[src/rtl/sniff_fifo_rd_arb.sv]
`default_nettype none
// ============================================================================
// Module      : sniff_fifo_rd_arb
// Description : Shares the single pop port of the first-word-fall-through
//               sniff FIFO between the register path (one word per request)
//               and the streaming path (bulk reads in bounded bursts).
//               A pending register read takes the FIFO at the next burst
//               boundary. A register read that finds the FIFO empty waits a
//               bounded time and then returns an empty marker.
// Ports       : cwusb_clk / reset_i        clock, synchronous active-high reset
//               I_fifo_empty, I_fifo_data  FIFO flag and head word (FWFT)
//               O_fifo_read                FIFO pop strobe
//               I_reg_rd_req               register read request pulse
//               O_reg_busy/valid/data/empty register path result
//               I_strm_en, I_strm_ready    stream request and consumer ready
//               O_strm_valid, O_strm_data  stream output register
//               O_state                    FSM state (0 IDLE, 1 STRM, 2 REG_WAIT)
// Revision    : 1.0 - initial release
// ============================================================================
module sniff_fifo_rd_arb #(
    parameter int BURST   = 16,
    parameter int TIMEOUT = 255,
    parameter int CNT_W   = 8
) (
    input  logic        cwusb_clk,
    input  logic        reset_i,
    input  logic        I_fifo_empty,
    input  logic [17:0] I_fifo_data,
    output logic        O_fifo_read,
    input  logic        I_reg_rd_req,
    output logic        O_reg_busy,
    output logic        O_reg_valid,
    output logic [17:0] O_reg_data,
    output logic        O_reg_empty,
    input  logic        I_strm_en,
    input  logic        I_strm_ready,
    output logic        O_strm_valid,
    output logic [17:0] O_strm_data,
    output logic [1:0]  O_state
);

    localparam logic [1:0]       c_IDLE     = 2'd0;
    localparam logic [1:0]       c_STRM     = 2'd1;
    localparam logic [1:0]       c_REG_WAIT = 2'd2;
    localparam logic [CNT_W-1:0] c_ONE      = CNT_W'(1);
    localparam logic [CNT_W-1:0] c_CNT_MAX  = '1;
    localparam logic [CNT_W-1:0] c_BURST    = CNT_W'(BURST);
    localparam logic [CNT_W-1:0] c_TMR_LAST = CNT_W'(TIMEOUT - 1);

    logic [1:0]       r_state;
    logic [1:0]       w_state_nxt;
    logic [CNT_W-1:0] r_burst;
    logic [CNT_W-1:0] w_burst_nxt;
    logic [CNT_W-1:0] r_tmr;
    logic [CNT_W-1:0] w_tmr_nxt;

    logic             r_reg_pend;
    logic             r_reg_valid;
    logic [17:0]      r_reg_data;
    logic             r_reg_empty;
    logic             r_strm_valid;
    logic [17:0]      r_strm_data;

    logic             w_room;
    logic             w_strm_go;
    logic             w_burst_stop;
    logic             w_pop_reg;
    logic             w_pop_strm;
    logic             w_reg_timeout;

    // The stream register can take a new word if it is empty or being drained.
    assign w_room       = ~r_strm_valid | I_strm_ready;
    assign w_strm_go    = I_strm_en & ~I_fifo_empty & w_room;
    // Burst boundary only matters when the register path is waiting.
    assign w_burst_stop = r_reg_pend & (r_burst >= c_BURST);

    // ------------------------------------------------------------------
    // State register
    // ------------------------------------------------------------------
    always_ff @(posedge cwusb_clk) begin
        if (reset_i) begin
            r_state <= c_IDLE;
            r_burst <= '0;
            r_tmr   <= '0;
        end else begin
            r_state <= w_state_nxt;
            r_burst <= w_burst_nxt;
            r_tmr   <= w_tmr_nxt;
        end
    end

    // ------------------------------------------------------------------
    // Next-state logic (counters default to zero outside their state)
    // ------------------------------------------------------------------
    always_comb begin
        w_state_nxt = r_state;
        w_burst_nxt = '0;
        w_tmr_nxt   = '0;
        case (r_state)
            c_IDLE: begin
                if (r_reg_pend) begin
                    if (I_fifo_empty) begin
                        w_state_nxt = c_REG_WAIT;
                    end
                end else if (w_strm_go) begin
                    w_state_nxt = c_STRM;
                    w_burst_nxt = c_ONE;
                end
            end
            c_STRM: begin
                if (w_strm_go && !w_burst_stop) begin
                    w_burst_nxt = (r_burst == c_CNT_MAX) ? r_burst : r_burst + c_ONE;
                end else begin
                    w_state_nxt = c_IDLE;
                end
            end
            c_REG_WAIT: begin
                if (!I_fifo_empty || (r_tmr == c_TMR_LAST)) begin
                    w_state_nxt = c_IDLE;
                end else begin
                    w_tmr_nxt = r_tmr + c_ONE;
                end
            end
            default: w_state_nxt = c_IDLE;
        endcase
    end

    // ------------------------------------------------------------------
    // Output decode: who pops this cycle. Gated by reset so an aborted
    // transfer never removes a word from the FIFO.
    // ------------------------------------------------------------------
    always_comb begin
        w_pop_reg     = 1'b0;
        w_pop_strm    = 1'b0;
        w_reg_timeout = 1'b0;
        if (!reset_i) begin
            case (r_state)
                c_IDLE: begin
                    if (r_reg_pend) begin
                        w_pop_reg = ~I_fifo_empty;
                    end else begin
                        w_pop_strm = w_strm_go;
                    end
                end
                c_STRM: begin
                    w_pop_strm = w_strm_go & ~w_burst_stop;
                end
                c_REG_WAIT: begin
                    // A word present on the last wait cycle is returned, not the marker.
                    w_pop_reg     = ~I_fifo_empty;
                    w_reg_timeout = I_fifo_empty & (r_tmr == c_TMR_LAST);
                end
                default: begin
                    w_pop_reg = 1'b0;
                end
            endcase
        end
    end

    // ------------------------------------------------------------------
    // Datapath: request tracking and the two output registers
    // ------------------------------------------------------------------
    always_ff @(posedge cwusb_clk) begin
        if (reset_i) begin
            r_reg_pend   <= 1'b0;
            r_reg_valid  <= 1'b0;
            r_reg_data   <= '0;
            r_reg_empty  <= 1'b0;
            r_strm_valid <= 1'b0;
            r_strm_data  <= '0;
        end else begin
            if (w_pop_reg || w_reg_timeout) begin
                r_reg_pend  <= 1'b0;
                r_reg_valid <= 1'b1;
                r_reg_empty <= w_reg_timeout;
                r_reg_data  <= w_pop_reg ? I_fifo_data : '0;
            end else begin
                r_reg_valid <= 1'b0;
                r_reg_empty <= 1'b0;
                // A request while one is already pending is dropped.
                if (I_reg_rd_req) begin
                    r_reg_pend <= 1'b1;
                end
            end

            if (w_pop_strm) begin
                r_strm_data  <= I_fifo_data;
                r_strm_valid <= 1'b1;
            end else if (I_strm_ready) begin
                r_strm_valid <= 1'b0;
            end
        end
    end

    assign O_fifo_read  = w_pop_reg | w_pop_strm;
    assign O_reg_busy   = r_reg_pend;
    assign O_reg_valid  = r_reg_valid;
    assign O_reg_data   = r_reg_data;
    assign O_reg_empty  = r_reg_empty;
    assign O_strm_valid = r_strm_valid;
    assign O_strm_data  = r_strm_data;
    assign O_state      = r_state;

endmodule
`default_nettype wire

[config.mk]
export PLATFORM = sky130hd
export DESIGN_NAME = sniff_fifo_rd_arb
export DESIGN_NICKNAME = d
export VERILOG_FILES = /design/src/rtl/sniff_fifo_rd_arb.sv
export SDC_FILE = /design/constraint.sdc
export NUM_CORES = 1
export LEC_CHECK = 0
export BUFFER_PORTS_ARGS = -buffer_cell sky130_fd_sc_hd__buf_2
export CORE_AREA = 2 2 102 85
export DETAILED_ROUTE_END_ITERATION = 12
export DIE_AREA = 0 0 104 87
export PLACE_DENSITY = 0.61
export SLEW_MARGIN = 10
export SYNTH_ARGS = -nofsm -noshare
export SYNTH_HDL_FRONTEND = slang
export SYNTH_SLANG_ARGS = --single-unit
[constraint.sdc]
create_clock -name cwusb_clk -period 3 [get_ports cwusb_clk]
set_input_delay 0.3 -clock cwusb_clk [delete_from_list [all_inputs] [get_ports cwusb_clk]]
set_output_delay 0.3 -clock cwusb_clk [all_outputs]
set_load 0.02 [all_outputs]
==> results.md <==
* Run status: complete, no violations
* Htree depth at 3
* Mapped Area at 2350 µm²
* Area Growth Syn to Fin at 27.8%
* Critical-path top delay cell: or3_1
* Wirelength per Cell at 12.2 µm
* Critical path endpoint category: output pin
* Pint at 1.32 mW
* Clk root buf: clkbuf_8
* Worst EP required at 2.70 ns
* # Post-CTS Setup Buffers at 0
* GRT Resource Usage Total at 11.8%
* Worst path top cell family by delay: simple AND/OR/NAND/NOR gates
* Clk pwr share at 42.4%
* Arrival @ worst endpoint at 2.11 ns
* VDD IR-drop max at 209 µV
* Yosys cell types at 34
* Most frequent cells in the layout: 66 x buf_2, 58 x dfxtp_1, 37 x nand2b_1
* CTS buffer count at 9
* Initial antenna violation count at 0
* Fin cells at 416
* Hold WS at 0.174 ns
* Leakage power at 1.28 nW
* PortBufs at 66
* Cts repair resizes at 0
* Grt ovf at 0
* Number of synthesized flops with an enable pin at 0
* Min setup slack post-route at 0.592 ns
* Dpl ws at 0.882 ns
* Worst Path Max Fanout at 10
* RSZ-0062 raised after global routing: false
* Final Skew at 0.00695 ns
* Fin crit period at 2.41 ns
* Post-route ant nets at 0
* FF-to-FF setup slack at 1.20 ns
* DR pass1 iterations at 4
* Net Count, Synth at 258
* DR iter-0 viols at 39
* Top Ports at 67
* Clock-pin slew on the worst setup and hold paths at 0.06 ns
* Layout cells sized above 1 at 32.2%
* Setup Crit Path Kind: flop to output pin
* Max_slew headroom at 60.6%
* Die H at 87 µm
* Core Box Area at 8110 µm²
* Pins over their slew limit at 0
* Antenna Cells at 0
* Synth warnings at 0
* Cells after synthesis at 230
* Drt via density at 4.39
* Row count at 30
* Worst-case clock buffer depth at 2
* Syn avg cell area at 10.2 µm²
* Hold buffers post-CTS at 0
* Commonest non-fill, non-tap cell in the layout: buf_2
* Worst hold path class: input pin to flop
* Post-synth ARST share at 0%
* Gate power share at 10.2%
* Gpl congestion at 0.746
* Clock latency on the worst-skew pair at 0.33 ns
* Fin crit share at 80.3%
* Largest net degree at the start of global routing at 44
* Crit-path cells: nor2b_4 > or4b_4 > or3_1 > nand3_1 > buf_2
* Switching Fraction at 23.4%
* Post-Route Setup TNS at 0 ns
* Placed cells at 401
* CTS tree: done
* Via count at 1,826
* Sink Count at 58
* Kind of start point of the critical path: flop
* Buffer and inverter count on the worst path at 1
* Max Clk Rate at 415 MHz
* Max Cap Violations at 0
* Final setup violation count at 0
* Slew @ Worst Pin at 0.590 ns
* Fin. Hold Viols at 0
* Pwr Density at 574 nW/µm²
* Register area share after synthesis at 49.4%
* Number of synthesized register bits at 58
* Initial core utilization at 29.0%
* WL final at 5070 µm
* Residual DRC count at 0
* Seq pwr share at 47.5%
* Power after layout at 1.73 mW
* Number of global-route vias before repair at 1,701
* HPWL after DPL at 3540 µm
* Die X at 104 µm
* Die area at 9050 µm²
* Fin nets at 328
* CP peak stage delay at 0.56 ns
* First-pass GRT wire length at 8310 µm
* Most used DFF post-synth: dfxtp_1
* Psw at 0.404 mW
## per-stage QoR
stage | cell area [µm²] | util [%]
after floorplan | 2350 | -
after global placement | 2800 | 34.6
after detailed placement | 2800 | 34.6
after CTS | 3010 | 37.1
after global routing | 3010 | 37.1
final | 3010 | 37.1
## worst register-to-register path: stages (launching register included)
cell	delay, ns
dfxtp_1	0.31
nor2b_4	0.13
or4b_4	0.49
or3_1	0.56
nor3b_2	0.24
## registers in the layout, summed over array words and instances (netlist names)
signal and count:
O_reg_data 18, O_strm_data 18, r_burst 8, r_tmr 8
O_state 2, O_reg_busy 1, O_reg_empty 1, O_reg_valid 1
O_strm_valid 1
## path summary, 6_finish.rpt
path	from	endpoint	cells after the start
max reg2reg	O_strm_valid$_SDFFE_PP0P_	r_burst[5]$_SDFFE_PP0P_	4
min	I_reg_rd_req	O_reg_busy$_SDFFE_PP0P_	2
min reg2reg	r_tmr[0]$_SDFF_PP0_	r_tmr[0]$_SDFF_PP0_	1
max	O_strm_valid$_SDFFE_PP0P_	O_fifo_read	5
## logic make-up (layout without fill, tap and decap cells)
family                     after synthesis  count (layout)  share of synthesized area [%]
and+or+nand+nor                         95              95                           23.5
DFF                                     58              58                           49.4
AOI/OAI and AO/OA                       29              29                           10.1
muxes                                   21              21                           8.94
buffers and inverters                   17              91                           3.67
xor gates and xnor gates                 6               6                           2.24
adders and majority gates                4               4                           2.13
## cell type report
| type | instances | area, µm² |
|---|---|---|
| clock buffers | 13 | 169 |
| clock inverters | 2 | 35.0 |
| fillers | 853 | 5100 |
| inverters | 5 | 18.8 |
| multi-input cells | 155 | 1110 |
| flip-flops and latches | 58 | 1160 |
| well taps | 112 | 140 |
| repair buffers | 71 | 368 |
## synthesized netlist by cell type (3+ instances only)
library cell | n | share of area [%]
buf_2 | 3 | 0.64
nand2b_1 | 37 | 9.8
inv_1 | 5 | 0.80
nand2_1 | 7 | 1.1
a21oi_1 | 3 | 0.64
mux2i_1 | 21 | 8.9
nor3_1 | 3 | 0.64
nand3_1 | 9 | 1.9
dfxtp_1 | 58 | 49
xor2_1 | 3 | 1.1
ha_1 | 4 | 2.1
clkbuf_1 | 6 | 0.96
xnor2_1 | 3 | 1.1
nor2_1 | 21 | 3.4
a22o_1 | 18 | 6.7
## metal layers
layer / global-route usage, % / up-vias / share of wire, %
li1: - / 930 / -
met1: 14.5 / 847 / 48
met2: 18.6 / 44 / 45
met3: 5.24 / 5 / 6.0
met4: 4.05 / 0 / 1.1
met5: 0 / - / 0
## power groups by stage
stage                     sequential, mW  clock, mW  combinational, mW
final                              0.819      0.731              0.175
after global routing               0.822      0.797              0.190
after CTS                          0.819      0.762              0.178
after detailed placement           0.836          0              0.178
after global placement             0.835          0              0.176
after floorplan                    0.870          0             0.0742
No activity file was read; power rests on OpenSTA's default activity.
